**src/rtl/ex_mem_skid_register.sv**
```systemverilog
// EX/MEM pipeline register with valid/ready handshake and one-entry skid buffer.
// In_Ready is a pure register output, so MEM backpressure never reaches EX combinationally.
module ex_mem_skid_register #(
  parameter int RegWidth    = 16,
  parameter int AddrBits    = 3,
  parameter int ControlBits = 4,
  parameter int RegWriteBit = 0
) (
  input  logic                   CLK,
  input  logic                   RST,
  input  logic                   Flush,
  input  logic                   In_Valid,
  output logic                   In_Ready,
  input  logic [ControlBits-1:0] Control_In,
  input  logic [RegWidth-1:0]    ALUOut_In,
  input  logic [RegWidth-1:0]    MemData_In,
  input  logic [AddrBits-1:0]    DestReg_In,
  output logic                   Out_Valid,
  input  logic                   Out_Ready,
  output logic [ControlBits-1:0] Control_Out,
  output logic [RegWidth-1:0]    ALUOut_Out,
  output logic [RegWidth-1:0]    MemData_Out,
  output logic [AddrBits-1:0]    DestReg_Out,
  output logic [1:0]             Occupancy,
  output logic                   Fwd_RegWrite,
  output logic [AddrBits-1:0]    Fwd_DestReg
);

  typedef enum logic [1:0] {
    S_EMPTY = 2'd0,
    S_ONE   = 2'd1,
    S_FULL  = 2'd2
  } state_t;

  state_t r_state;
  state_t w_state_next;

  logic r_main_valid;
  logic r_skid_valid;

  logic [ControlBits-1:0] r_main_ctrl;
  logic [RegWidth-1:0]    r_main_alu;
  logic [RegWidth-1:0]    r_main_mem;
  logic [AddrBits-1:0]    r_main_dest;
  logic [ControlBits-1:0] r_skid_ctrl;
  logic [RegWidth-1:0]    r_skid_alu;
  logic [RegWidth-1:0]    r_skid_mem;
  logic [AddrBits-1:0]    r_skid_dest;

  logic w_in_fire;
  logic w_out_fire;
  logic w_load_main_in;
  logic w_load_main_skid;
  logic w_load_skid;

  assign In_Ready   = !r_skid_valid;
  assign Out_Valid  = r_main_valid;
  assign w_in_fire  = In_Valid & In_Ready;
  assign w_out_fire = r_main_valid & Out_Ready;

  always_comb begin
    w_state_next     = r_state;
    w_load_main_in   = 1'b0;
    w_load_main_skid = 1'b0;
    w_load_skid      = 1'b0;
    unique case (r_state)
      S_EMPTY: begin
        if (w_in_fire) begin
          w_load_main_in = 1'b1;
          w_state_next   = S_ONE;
        end
      end
      S_ONE: begin
        if (w_in_fire && w_out_fire) begin
          w_load_main_in = 1'b1;
        end else if (w_in_fire) begin
          w_load_skid  = 1'b1;
          w_state_next = S_FULL;
        end else if (w_out_fire) begin
          w_state_next = S_EMPTY;
        end
      end
      S_FULL: begin
        if (w_out_fire) begin
          w_load_main_skid = 1'b1;
          w_state_next     = S_ONE;
        end
      end
      default: w_state_next = S_EMPTY;
    endcase
  end

  // Reset and flush share one clearing path; reset simply wins by being OR'd in.
  always_ff @(posedge CLK) begin
    if (RST || Flush) begin
      r_state      <= S_EMPTY;
      r_main_valid <= 1'b0;
      r_skid_valid <= 1'b0;
      r_main_ctrl  <= '0;
      r_main_alu   <= '0;
      r_main_mem   <= '0;
      r_main_dest  <= '0;
      r_skid_ctrl  <= '0;
      r_skid_alu   <= '0;
      r_skid_mem   <= '0;
      r_skid_dest  <= '0;
    end else begin
      r_state      <= w_state_next;
      r_main_valid <= (w_state_next != S_EMPTY);
      r_skid_valid <= (w_state_next == S_FULL);
      if (w_load_main_in) begin
        r_main_ctrl <= Control_In;
        r_main_alu  <= ALUOut_In;
        r_main_mem  <= MemData_In;
        r_main_dest <= DestReg_In;
      end else if (w_load_main_skid) begin
        r_main_ctrl <= r_skid_ctrl;
        r_main_alu  <= r_skid_alu;
        r_main_mem  <= r_skid_mem;
        r_main_dest <= r_skid_dest;
      end
      if (w_load_skid) begin
        r_skid_ctrl <= Control_In;
        r_skid_alu  <= ALUOut_In;
        r_skid_mem  <= MemData_In;
        r_skid_dest <= DestReg_In;
      end
    end
  end

  assign Control_Out  = r_main_ctrl;
  assign ALUOut_Out   = r_main_alu;
  assign MemData_Out  = r_main_mem;
  assign DestReg_Out  = r_main_dest;
  assign Occupancy    = {r_skid_valid, r_main_valid & ~r_skid_valid};
  assign Fwd_RegWrite = r_main_valid & r_main_ctrl[RegWriteBit];
  assign Fwd_DestReg  = r_main_dest;

endmodule

```
**config.mk**
```make
export PLATFORM = sky130hd
export DESIGN_NAME = ex_mem_skid_register
export DESIGN_NICKNAME = d
export VERILOG_FILES = /design/src/rtl/ex_mem_skid_register.sv
export SDC_FILE = /design/constraint.sdc
export NUM_CORES = 1
export LEC_CHECK = 0
export ABC_AREA = 1
export CAP_MARGIN = 40
export CORE_AREA = 10 10 99 101
export CTS_CLUSTER_SIZE = 8
export DETAILED_ROUTE_END_ITERATION = 8
export DIE_AREA = 0 0 109 111
export PLACE_DENSITY = 0.77
export SYNTH_ARGS = -nofsm -noshare
export SYNTH_HDL_FRONTEND = slang
export SYNTH_SLANG_ARGS = --single-unit
```
**constraint.sdc**
```tcl
create_clock -name CLK -period 1.5 [get_ports CLK]
set_input_delay 0.225 -clock CLK [delete_from_list [all_inputs] [get_ports CLK]]
set_output_delay 0.225 -clock CLK [all_outputs]
set_load 0.01 [all_outputs]
```
==> flow_metrics.env <==
export IMPL_status="finished, final reports clean"
export IMPL_detail_route_first_pass_iterations=4
export IMPL_rows=33
export IMPL_place_gp_congestion=0.7871
export IMPL_die_width_um=109
export IMPL_drt_antenna_violating_nets=0
export IMPL_final_hold_violation_count=0
export IMPL_cts_hold_buffers=0
export IMPL_synthesis_area_um2=3832
export IMPL_finalWirelength_mm=10.67
export IMPL_ant_diodes=0
export IMPL_mean_number_of_vias_per_cell=5.215
export IMPL_cts_root_buf="clkbuf_8"
export IMPL_drcViolationCount=0
export IMPL_num_nets_final=678
export IMPL_worst_slew_pin_slew_ps=238.5
export IMPL_cts_root_to_sink_buffers=2
export IMPL_p_leak_nw=2.488
export IMPL_finalSetupViolations=0
export IMPL_final_instance_count_excl_fill=744
export IMPL_worst_endpoint_arrival_ps=1240
export IMPL_reg2reg_depth=7
export IMPL_rr_startpoint="r_skid_valid"
export IMPL_slowest_stage_cell_on_the_critical_path="clkdlybuf4s50_1"
export IMPL_total_via_count_after_detailed_routing=3880
export IMPL_wire_per_inst_um=14.34
export IMPL_synthesis_yosys_warnings=0
export IMPL_pwr_dens_nw_per_um2=954.2
export IMPL_slew_limit_headroom_pct=84.08
export IMPL_proportion_of_synthesized_chip_area_in_sequential_cells_pct=42.83
export IMPL_tritoncts_num_sinks=82
export IMPL_cts_tree="built"
export IMPL_finalMaxSlewViolations=0
export IMPL_worstSetupEndpointType="primary output"
export IMPL_timing_setup_critical_path_class="register to primary output"
export IMPL_die_area_um2=12100
export IMPL_initial_util_pct=48.09
export IMPL_yosys_register_bits=82
export IMPL_cp_num_buf_inv=1
export IMPL_io_pins=91
export IMPL_synth_cells=552
export IMPL_crit_fanout=2
export IMPL_hpwl_mm=7.684
export IMPL_synth_distinct_cells=18
export IMPL_max_clk_rate_ghz=0.6825
export IMPL_cp_top_family="buffers and inverters"
export IMPL_skew_ps=7.625
export IMPL_final_layout_size_suffix_gt1_share_pct=10.95
export IMPL_cts_buffers=9
export IMPL_via_count_of_the_first_global_routing_pass=3859
export IMPL_cell_by_cell_trace_of_the_critical_path="clkdlybuf4s50_1"
export IMPL_path_clk_slew_ps=90
export IMPL_timing_hold_worst_start="Control_Out[2]"
export IMPL_worstSetupStartpoint="MemData_Out[12]"
export IMPL_hold_class="register to register"
export IMPL_antenna_found_initial=0
export IMPL_rsz0062_at_grt="false"
export IMPL_period_minus_slack_ps=1465
export IMPL_max_vdd_ir_drop_mv=0.5116
export IMPL_worst_r2r_setup_slack_ps=120
export IMPL_grt_overflow=0
export IMPL_detailedRoute_firstIterationViolations=173
export IMPL_timing_critical_path_depth=1
export IMPL_timing_final_crit_share_pct=97.67
export IMPL_fin_ws_ps=34.90
export IMPL_preCtsSetupSlack_ps=-190.5
export IMPL_area_growth_syn_to_layout_pct=36.47
export IMPL_grt_util_all_layers_pct=17.86
export IMPL_buffer_ports_inserted=90
export IMPL_fin_worst_hold_slack_ps=476.2
export IMPL_syn_num_nets=596
export IMPL_grt_start_max_net_pins=40
export IMPL_cp_endpoint="MemData_Out[12]"
export IMPL_slowest_delay_ps=540
export IMPL_die_span_y_um=111
export IMPL_synth_area_per_cell_um2=6.943
export IMPL_worstPathRequired_ps=1270
export IMPL_nFillCells=703
export IMPL_placed_cells=728
export IMPL_grt_first_pass_wirelength_mm=17.96
export IMPL_max_cap_violations=0
export IMPL_core_area_um2=7969
export IMPL_worst_setup_path_start_kind="register"
export IMPL_finish_utilization_pct=65.63
export IMPL_cts_htree_levels=3
export IMPL_r2r_end="r_skid_alu[0]"
export IMPL_clock_latency_ps=350
worst min path at each step:
stage                                 to  slack [ps]  depth (start not counted)
final                     Control_Out[2]         480                          2
after global routing      MemData_Out[5]         490                          2
after CTS                 MemData_Out[5]         480                          2
after detailed placement  MemData_Out[5]         470                          2
after global placement     r_skid_alu[3]         460                          2
after floorplan            r_skid_alu[0]         390                          2
cells in the mapped netlist:
| master | instances | area share (%) |
|---|---|---|
| a21oi_1 | 39 | 5.1 |
| buf_1 | 2 | 0.20 |
| buf_2 | 16 | 2.1 |
| buf_4 | 9 | 1.8 |
| buf_6 | 4 | 1.2 |
| clkbuf_1 | 17 | 1.7 |
| dfxtp_1 | 82 | 43 |
| inv_1 | 46 | 4.5 |
| inv_2 | 4 | 0.39 |
| nand2_1 | 85 | 8.3 |
| nand2_2 | 3 | 0.49 |
| nand3_1 | 108 | 14 |
| nand3_2 | 11 | 2.9 |
| nand3_4 | 1 | 0.46 |
| nand4_1 | 1 | 0.16 |
| nor2_1 | 81 | 7.9 |
| nor2_4 | 2 | 0.59 |
| o21ai_0 | 41 | 5.4 |
routing by layer:
layer | up-vias | wire length, um | GRT usage, %
met2 | 119 | 5305 | 30.65
met5 | - | 0 | 0
met3 | 22 | 667 | 4.302
met4 | 0 | 218 | 7.300
met1 | 1801 | 4475 | 20.42
li1 | 1938 | - | -
state kept, by name, indices dropped and copies added, names as in the netlist:
register	count
ALUOut_Out	16
r_state	2
r_skid_valid	1
r_skid_alu	16
r_skid_dest	3
DestReg_Out	3
MemData_Out	16
Control_Out	4
r_skid_mem	16
Out_Valid	1
r_skid_ctrl	4
power breakdown:
| group | total, mW | switching (mW) | internal [mW] |
|---|---|---|---|
| Clock | 1.95 | 0.797 | 1.15 |
| Sequential | 2.29 | 0.0415 | 2.24 |
| Combinational | 0.754 | 0.393 | 0.361 |
| Total | 4.99 | 1.23 | 3.76 |
layout by cell type, fill, tap and decap left out, types with 11 or more instances in the layout:
cell	instances
inv_1	46
dfxtp_1	79
nand3_1	108
nor2_1	80
a21oi_1	39
nand2_1	85
o21ai_0	41
dlygate4sd2_1	11
dlymetal6s2s_1	16
buf_4	19
nand3_2	11
clkdlybuf4s50_1	63
layout make-up:
type                    count  area [um^2]  share of cell area (%)
repair buffers            119         1270                   24.28
multi-input cells         372         1742                   33.30
clock buffers              10        137.6                   2.632
clock inverters             6        113.9                   2.177
inverters                  50        187.7                   3.589
well taps                 105        131.4                   2.512
flip-flops and latches     82         1648                   31.51
logic make-up after synthesis:
| group | Yosys count | share of synthesized area [%] |
|---|---|---|
| AO/OA/AOI/OAI | 80 | 10.45 |
| buffers and inverters | 98 | 11.79 |
| flip-flops | 82 | 42.83 |
| AND/OR/NAND/NOR | 292 | 34.93 |
per-stage QoR:
stage	instance area, um^2	TNS, ps	power (mW)
3_3_place_gp	4946	-8322	3.088
6_report	5230	0	4.990
5_1_grt	5230	0	5.198
2_1_floorplan	3832	0	2.731
3_5_place_dp	4946	-10580	3.106
4_1_cts	5190	0	5.038
timing repair:
action                                  4_1_cts  5_1_grt
resized for setup                            15       16
endpoints found under the hold margin         0        0
pin swaps                                     0        0
buffers inserted                              0        0
endpoints found under the setup margin       13       16
(Power assumes the default switching activity.)
